`src/rtl/pit_counter_n.sv`:
```
// One programmable down-counter channel with byte-serial access, BCD support
// and counter/status read-back latches.
module pit_counter_n #(
  parameter int WIDTH = 16
) (
  input  logic             clkinput,
  input  logic             ResetN,
  input  logic [7:0]       DataIn,
  output logic [7:0]       DataOut,
  output logic             DataOE,
  input  logic             WriteSignal,
  input  logic             ReadSignal,
  input  logic             gate,
  input  logic [5:0]       ControlWord,
  input  logic             ChgControlWord,
  input  logic             EnableCounterLatch,
  input  logic             EnableStatusLatch,
  output logic             out,
  output logic [WIDTH-1:0] CEoutput
);
  localparam int NB = WIDTH / 8;
  localparam int ND = WIDTH / 4;
  localparam logic [1:0]       LASTB = 2'(NB - 1);
  localparam logic [WIDTH-1:0] ONE   = WIDTH'(1);
  localparam logic [WIDTH-1:0] TWO   = WIDTH'(2);

  logic [5:0]       cw;
  logic [WIDTH-1:0] cr, ce, ol;
  logic [7:0]       sl;
  logic             nullcnt, run, ldpend, retrig, gate_q;
  logic             ol_vld, sl_vld;
  logic [1:0]       wptr, rptr;

  logic [2:0]       mode;
  logic [1:0]       rw;
  logic             bcd;
  logic [WIDTH-1:0] d1, d2, ldval, src;
  logic             rd_ol_final;

  // Modes 6/7 behave as 2/3.
  function automatic logic [2:0] eff_mode(input logic [2:0] m);
    eff_mode = (m[2:1] == 2'b11) ? {1'b0, m[1:0]} : m;
  endfunction

  function automatic logic [WIDTH-1:0] dec1(input logic [WIDTH-1:0] v, input logic b);
    logic [WIDTH-1:0] r;
    logic             brw;
    r   = v;
    brw = 1'b1;
    if (!b) begin
      r = v - ONE;
    end else begin
      for (int i = 0; i < ND; i++) begin
        if (brw) begin
          if (v[i*4 +: 4] == 4'd0) r[i*4 +: 4] = 4'd9;
          else begin
            r[i*4 +: 4] = v[i*4 +: 4] - 4'd1;
            brw = 1'b0;
          end
        end
      end
    end
    dec1 = r;
  endfunction

  always_comb begin
    mode  = eff_mode(cw[3:1]);
    rw    = cw[5:4];
    bcd   = cw[0];
    d1    = dec1(ce, bcd);
    d2    = dec1(d1, bcd);
    // Square wave counts an even value by 2; odd counts get one extra high clock.
    ldval = (mode == 3'd3) ? {cr[WIDTH-1:1], 1'b0} : cr;
  end

  always_comb begin
    src     = ol_vld ? ol : ce;
    DataOut = 8'h00;
    if (sl_vld) DataOut = sl;
    else begin
      case (rw)
        2'b01:   DataOut = src[7:0];
        2'b10:   DataOut = src[WIDTH-1 -: 8];
        2'b11:   DataOut = src[rptr*8 +: 8];
        default: DataOut = 8'h00;
      endcase
    end
  end

  assign rd_ol_final = ReadSignal && !sl_vld && (rw != 2'b11 || rptr == LASTB);
  assign DataOE      = ReadSignal;
  assign CEoutput    = ce;

  always_ff @(posedge clkinput or negedge ResetN) begin
    if (!ResetN) begin
      cw      <= 6'b110000;
      cr      <= '0;
      ce      <= '0;
      ol      <= '0;
      sl      <= '0;
      out     <= 1'b0;
      nullcnt <= 1'b1;
      run     <= 1'b0;
      ldpend  <= 1'b0;
      retrig  <= 1'b0;
      gate_q  <= 1'b0;
      ol_vld  <= 1'b0;
      sl_vld  <= 1'b0;
      wptr    <= '0;
      rptr    <= '0;
    end else begin
      gate_q <= gate;
      if (ChgControlWord) begin
        cw      <= ControlWord;
        ol_vld  <= 1'b0;
        sl_vld  <= 1'b0;
        wptr    <= '0;
        rptr    <= '0;
        nullcnt <= 1'b1;
        run     <= 1'b0;
        ldpend  <= 1'b0;
        retrig  <= 1'b0;
        out     <= (eff_mode(ControlWord[3:1]) != 3'd0);
      end else begin
        if (ldpend) begin
          ce      <= ldval;
          nullcnt <= 1'b0;
          run     <= 1'b1;
          ldpend  <= 1'b0;
          retrig  <= 1'b0;
          if (mode != 3'd0) out <= 1'b1;
        end else if (run) begin
          retrig <= gate && !gate_q && (mode == 3'd2 || mode == 3'd3);
          case (mode)
            3'd0: if (gate) begin
              ce <= d1;
              if (d1 == '0) out <= 1'b1;
            end
            3'd2: begin
              if (retrig) begin
                ce  <= cr;
                out <= 1'b1;
              end else if (!gate) out <= 1'b1;
              else if (!out) begin
                ce  <= cr;
                out <= 1'b1;
              end else begin
                ce <= d1;
                if (d1 == ONE) out <= 1'b0;
              end
            end
            3'd3: begin
              if (retrig) begin
                ce  <= ldval;
                out <= 1'b1;
              end else if (!gate) out <= 1'b1;
              else if (out) begin
                if ((ce == TWO && !cr[0]) || (ce == '0 && cr[0])) begin
                  out <= 1'b0;
                  ce  <= ldval;
                end else ce <= d2;
              end else begin
                if (ce == TWO) begin
                  out <= 1'b1;
                  ce  <= ldval;
                end else ce <= d2;
              end
            end
            3'd4: begin
              if (gate) ce <= d1;
              out <= !(gate && d1 == '0);
            end
            default: out <= 1'b1;
          endcase
        end

        // Count write; later assignments override the counting path.
        if (WriteSignal && rw != 2'b00) begin
          if (mode == 3'd0 && (rw != 2'b11 || wptr == 2'd0)) out <= 1'b0;
          case (rw)
            2'b01: begin
              cr     <= WIDTH'(DataIn);
              ldpend <= 1'b1;
            end
            2'b10: begin
              cr     <= WIDTH'(DataIn) << (WIDTH - 8);
              ldpend <= 1'b1;
            end
            default: begin
              cr[wptr*8 +: 8] <= DataIn;
              if (wptr == LASTB) begin
                wptr   <= '0;
                ldpend <= 1'b1;
              end else wptr <= wptr + 2'd1;
            end
          endcase
        end

        if (EnableCounterLatch && !ol_vld) begin
          ol     <= ce;
          ol_vld <= 1'b1;
        end else if (rd_ol_final) ol_vld <= 1'b0;

        if (EnableStatusLatch && !sl_vld) begin
          sl     <= {out, nullcnt, cw};
          sl_vld <= 1'b1;
        end else if (ReadSignal && sl_vld) sl_vld <= 1'b0;

        if (ReadSignal && !sl_vld && rw == 2'b11)
          rptr <= (rptr == LASTB) ? 2'd0 : rptr + 2'd1;
      end
    end
  end
endmodule
```
`config.mk`:
```
export PLATFORM = sky130hd
export DESIGN_NAME = pit_counter_n
export DESIGN_NICKNAME = d
export VERILOG_FILES = /design/src/rtl/pit_counter_n.sv
export SDC_FILE = /design/constraint.sdc
export NUM_CORES = 1
export LEC_CHECK = 0
export ABC_CLOCK_PERIOD_IN_PS = 3300
export CAP_MARGIN = 20
export CELL_PAD_IN_SITES_DETAIL_PLACEMENT = 0
export CELL_PAD_IN_SITES_GLOBAL_PLACEMENT = 2
export CORE_MARGIN = 5
export CORE_UTILIZATION = 33
export CTS_CLUSTER_DIAMETER = 80
export DETAILED_ROUTE_END_ITERATION = 8
export PLACE_DENSITY = 0.74
export SKIP_LAST_GASP = 1
export SYNTH_ARGS = -nofsm -noshare
export SYNTH_HDL_FRONTEND = slang
export SYNTH_SLANG_ARGS = --single-unit
```
`constraint.sdc`:
```
create_clock -name clkinput -period 3.3 [get_ports clkinput]
set_clock_uncertainty 0.1 [all_clocks]
set_input_delay 0.66 -clock clkinput [delete_from_list [all_inputs] [get_ports clkinput]]
set_output_delay 0.66 -clock clkinput [all_outputs]
set_load 0.05 [all_outputs]
```
==> flow_metrics.tcl <==
set metrics [dict create \
    status "finished clean" \
    crit_path_cell_trace "buf_4 -> or4_4 -> o22ai_1 -> a22o_1 -> inv_1 -> ha_4 -> o211a_1 -> a21oi_1 -> o21ai_0 -> a21o_1 -> a31oi_1" \
    synth_edf_count 0 \
    vias 5706 \
    crit_type "reg2reg" \
    critPathBufInv 2 \
    slowest_delay_ns 0.54 \
    post-route-period-util_pct 94.95 \
    wl_per_cell_um 22.71 \
    detail-route-antenna-nets 0 \
    holdCritPathClass "in2async" \
    vdd_drop_max_mv 0.3649 \
    overflow 0 \
    area_delta_synth_final_pct 22.34 \
    place_congestion 0.9664 \
    critPathMaxFanout 9 \
    multiInputGateArea_um2 3670 \
    final_cells 968 \
    setup_viol 0 \
    cts_max_level 3 \
    layout.cells.most_common "dfrtp_1" \
    synthFlopType "dfrtp_1" \
    grt_first_pass_wirelength_um 33800 \
    slew_violations 0 \
    hpwl_um 16810 \
    cp_slowest_cell "or4_4" \
    first_pass_iters 5 \
    start_util_pct 33.67 \
    synth-seq-cells 74 \
    placed_cell_area_um2 6784 \
    stdcell_area_um2 7126 \
    ys_warn_count 0 \
    port_buffers 47 \
    final_cell_mix "dfrtp_1, buf_4, nand2_1" \
    setup-tns-final_ns 0 \
    finalCriticalPeriod_ns 3.133 \
    cts-root-buf "clkbuf_16" \
    rows 48 \
    numClockSinks 74 \
    clk_latency_ns 0.35 \
    n_antenna_cell 0 \
    slew_headroom_pct 38.46 \
    place_inst 951 \
    core-area_um2 17300 \
    numCtsBuffers 9 \
    synth_nets 717 \
    async_flop_share_pct 100.0 \
    fillers 1762 \
    clkTransAtPathRegs_ns 0.07 \
    ys_seq_area_share_pct 31.86 \
    fin_nets 781 \
    post_cts_buffers 0 \
    max_freq_mhz 319.2 \
    die_h_um 142.9 \
    grt_pass1_vias 5563 \
    grt_usage_pct 21.80 \
    cts_tree "built" \
    io_pins 48 \
    vias_per_cell 5.895 \
    critPathArrivalTime_ns 3.23 \
    crit_path_end_kind "register" \
    totalWireLength_um 21980 \
    worstMarginPinSlew_ns 0.9161 \
    die_w_um 142.9 \
    drive_gt1_share_pct 19.92 \
    synth_area_um2 5824 \
    regArea_um2 1859 \
    grt_setup_unrepaired "no" \
    remaining_drc_errors 0 \
    cts.path.max_buffers 2 \
    antenna_found_initial 0 \
    cap_violations 0 \
    avgSynthCellArea_um2 8.641 \
    cpLargestDelayFamily "compound AO/OA/AOI/OAI gates" \
    ys_types 76 \
    grt_max_degree 75 \
    hold_viol_final 0 \
    fp.dieArea_um2 20410 \
    synthCells 674 \
    cp.required_ns 3.40 \
    drtIter0Drc 589 \
    powerDensity_nw_per_um2 911.7 \
    p_leak_nw 2.958 \
    cp-start-kind "register" \
]
## where the power goes
part	switching (W)	leakage, nW	internal (W)
logic	0.00243	1.88	0.00152
clock network	0.000475	0.148	0.000601
registers	0.000317	0.934	0.00115
total	0.00322	2.96	0.00327
## worst paths after layout
path	start	to	slack (ns)	cells after the start
worst min register to register	ol[13]$_DFFE_PN0P_	ol[13]$_DFFE_PN0P_	0.41	1
min in group clkinput	ol[13]$_DFFE_PN0P_	ol[13]$_DFFE_PN0P_	0.41	1
worst max-delay path	CEoutput[1]$_DFFE_PN0P_	CEoutput[9]$_DFFE_PN0P_	0.17	11
worst min-delay path	ResetN	ol[13]$_DFFE_PN0P_	0.09	1
max in group asynchronous	ResetN	cw[5]$_DFFE_PN1P_	2.37	2
worst max register to register	CEoutput[1]$_DFFE_PN0P_	CEoutput[9]$_DFFE_PN0P_	0.17	11
## cells by family (layout without fill, tap and decap cells)
| family | Yosys count | count (layout) | synth area share [%] |
|---|---|---|---|
| AO/OA/AOI/OAI | 222 | 222 | 26.87 |
| XOR/XNOR | 19 | 19 | 2.857 |
| adder cells (fa/ha/maj) | 21 | 21 | 4.511 |
| buffers and inverters | 85 | 154 | 6.058 |
| flip-flops | 74 | 74 | 31.86 |
| multiplexers | 50 | 50 | 9.173 |
| AND/OR/NAND/NOR | 203 | 203 | 18.67 |
## area by class of cell
| type | count | area share [%] |
|---|---|---|
| Tap cell | 225 | 3.951 |
| Timing Repair Buffer | 100 | 12.15 |
| Sequential cell | 74 | 26.09 |
| Inverter | 38 | 2.002 |
| Clock inverter | 7 | 1.141 |
| Multi-Input combinational cell | 515 | 51.50 |
| Clock buffer | 9 | 3.161 |
## synthesized netlist by cell type (8+ instances only)
cell type | number | area [µm²]
a22o_1 | 27 | 236.5
o21ai_0 | 45 | 225.2
dfrtp_1 | 71 | 1777
mux2i_1 | 23 | 230.2
ha_1 | 21 | 262.8
a31oi_1 | 17 | 106.4
nor3_1 | 18 | 90.09
xnor2_1 | 16 | 140.1
clkbuf_1 | 32 | 120.1
a21oi_1 | 28 | 140.1
a221oi_1 | 12 | 105.1
nand2_1 | 57 | 214.0
mux2_2 | 27 | 304.0
o211ai_1 | 8 | 60.06
a31o_2 | 9 | 78.83
inv_1 | 38 | 142.6
nor2_1 | 44 | 165.2
nand3_1 | 16 | 80.08
o22ai_1 | 18 | 112.6
## what timing repair did
item	in CTS	in global routing
resized for setup	0	2
endpoints found under the setup margin	0	4
hold buffers	0	0
## worst reg2reg max path, stage by stage (launching register included)
cell and delay [ns]:
dfrtp_2 0.40, buf_4 0.17, or4_4 0.54, o22ai_1 0.19, a22o_1 0.19, inv_1 0.13, ha_4 0.21, o211a_1 0.19
a21oi_1 0.16, o21ai_0 0.16, a21o_1 0.20, a31oi_1 0.34
## per-stage QoR
stage | util (%) | hold WS [ns] | total power [W] | worst slack, ns
global placement | 39.22 | 0.3892 | 0.005334 | 0.2495
detailed placement | 39.22 | 0.3977 | 0.005334 | 0.1935
CTS | 40.99 | 0.4125 | 0.006424 | 0.1673
global route | 41.20 | 0.1062 | 0.006865 | 0.01678
finish | 41.20 | 0.09116 | 0.006497 | 0.1667
floorplan | - | 0.2644 | 0.004022 | 0.01382
## per-layer routing
metal	GRT usage [%]	routed length, µm	share of wire [%]
met1	31.24	10210	46
met2	33.14	9749	44
met3	4.923	1624	7.4
met4	5.853	397	1.8
met5	0	0	0
Power figures use the tool's default switching activity.
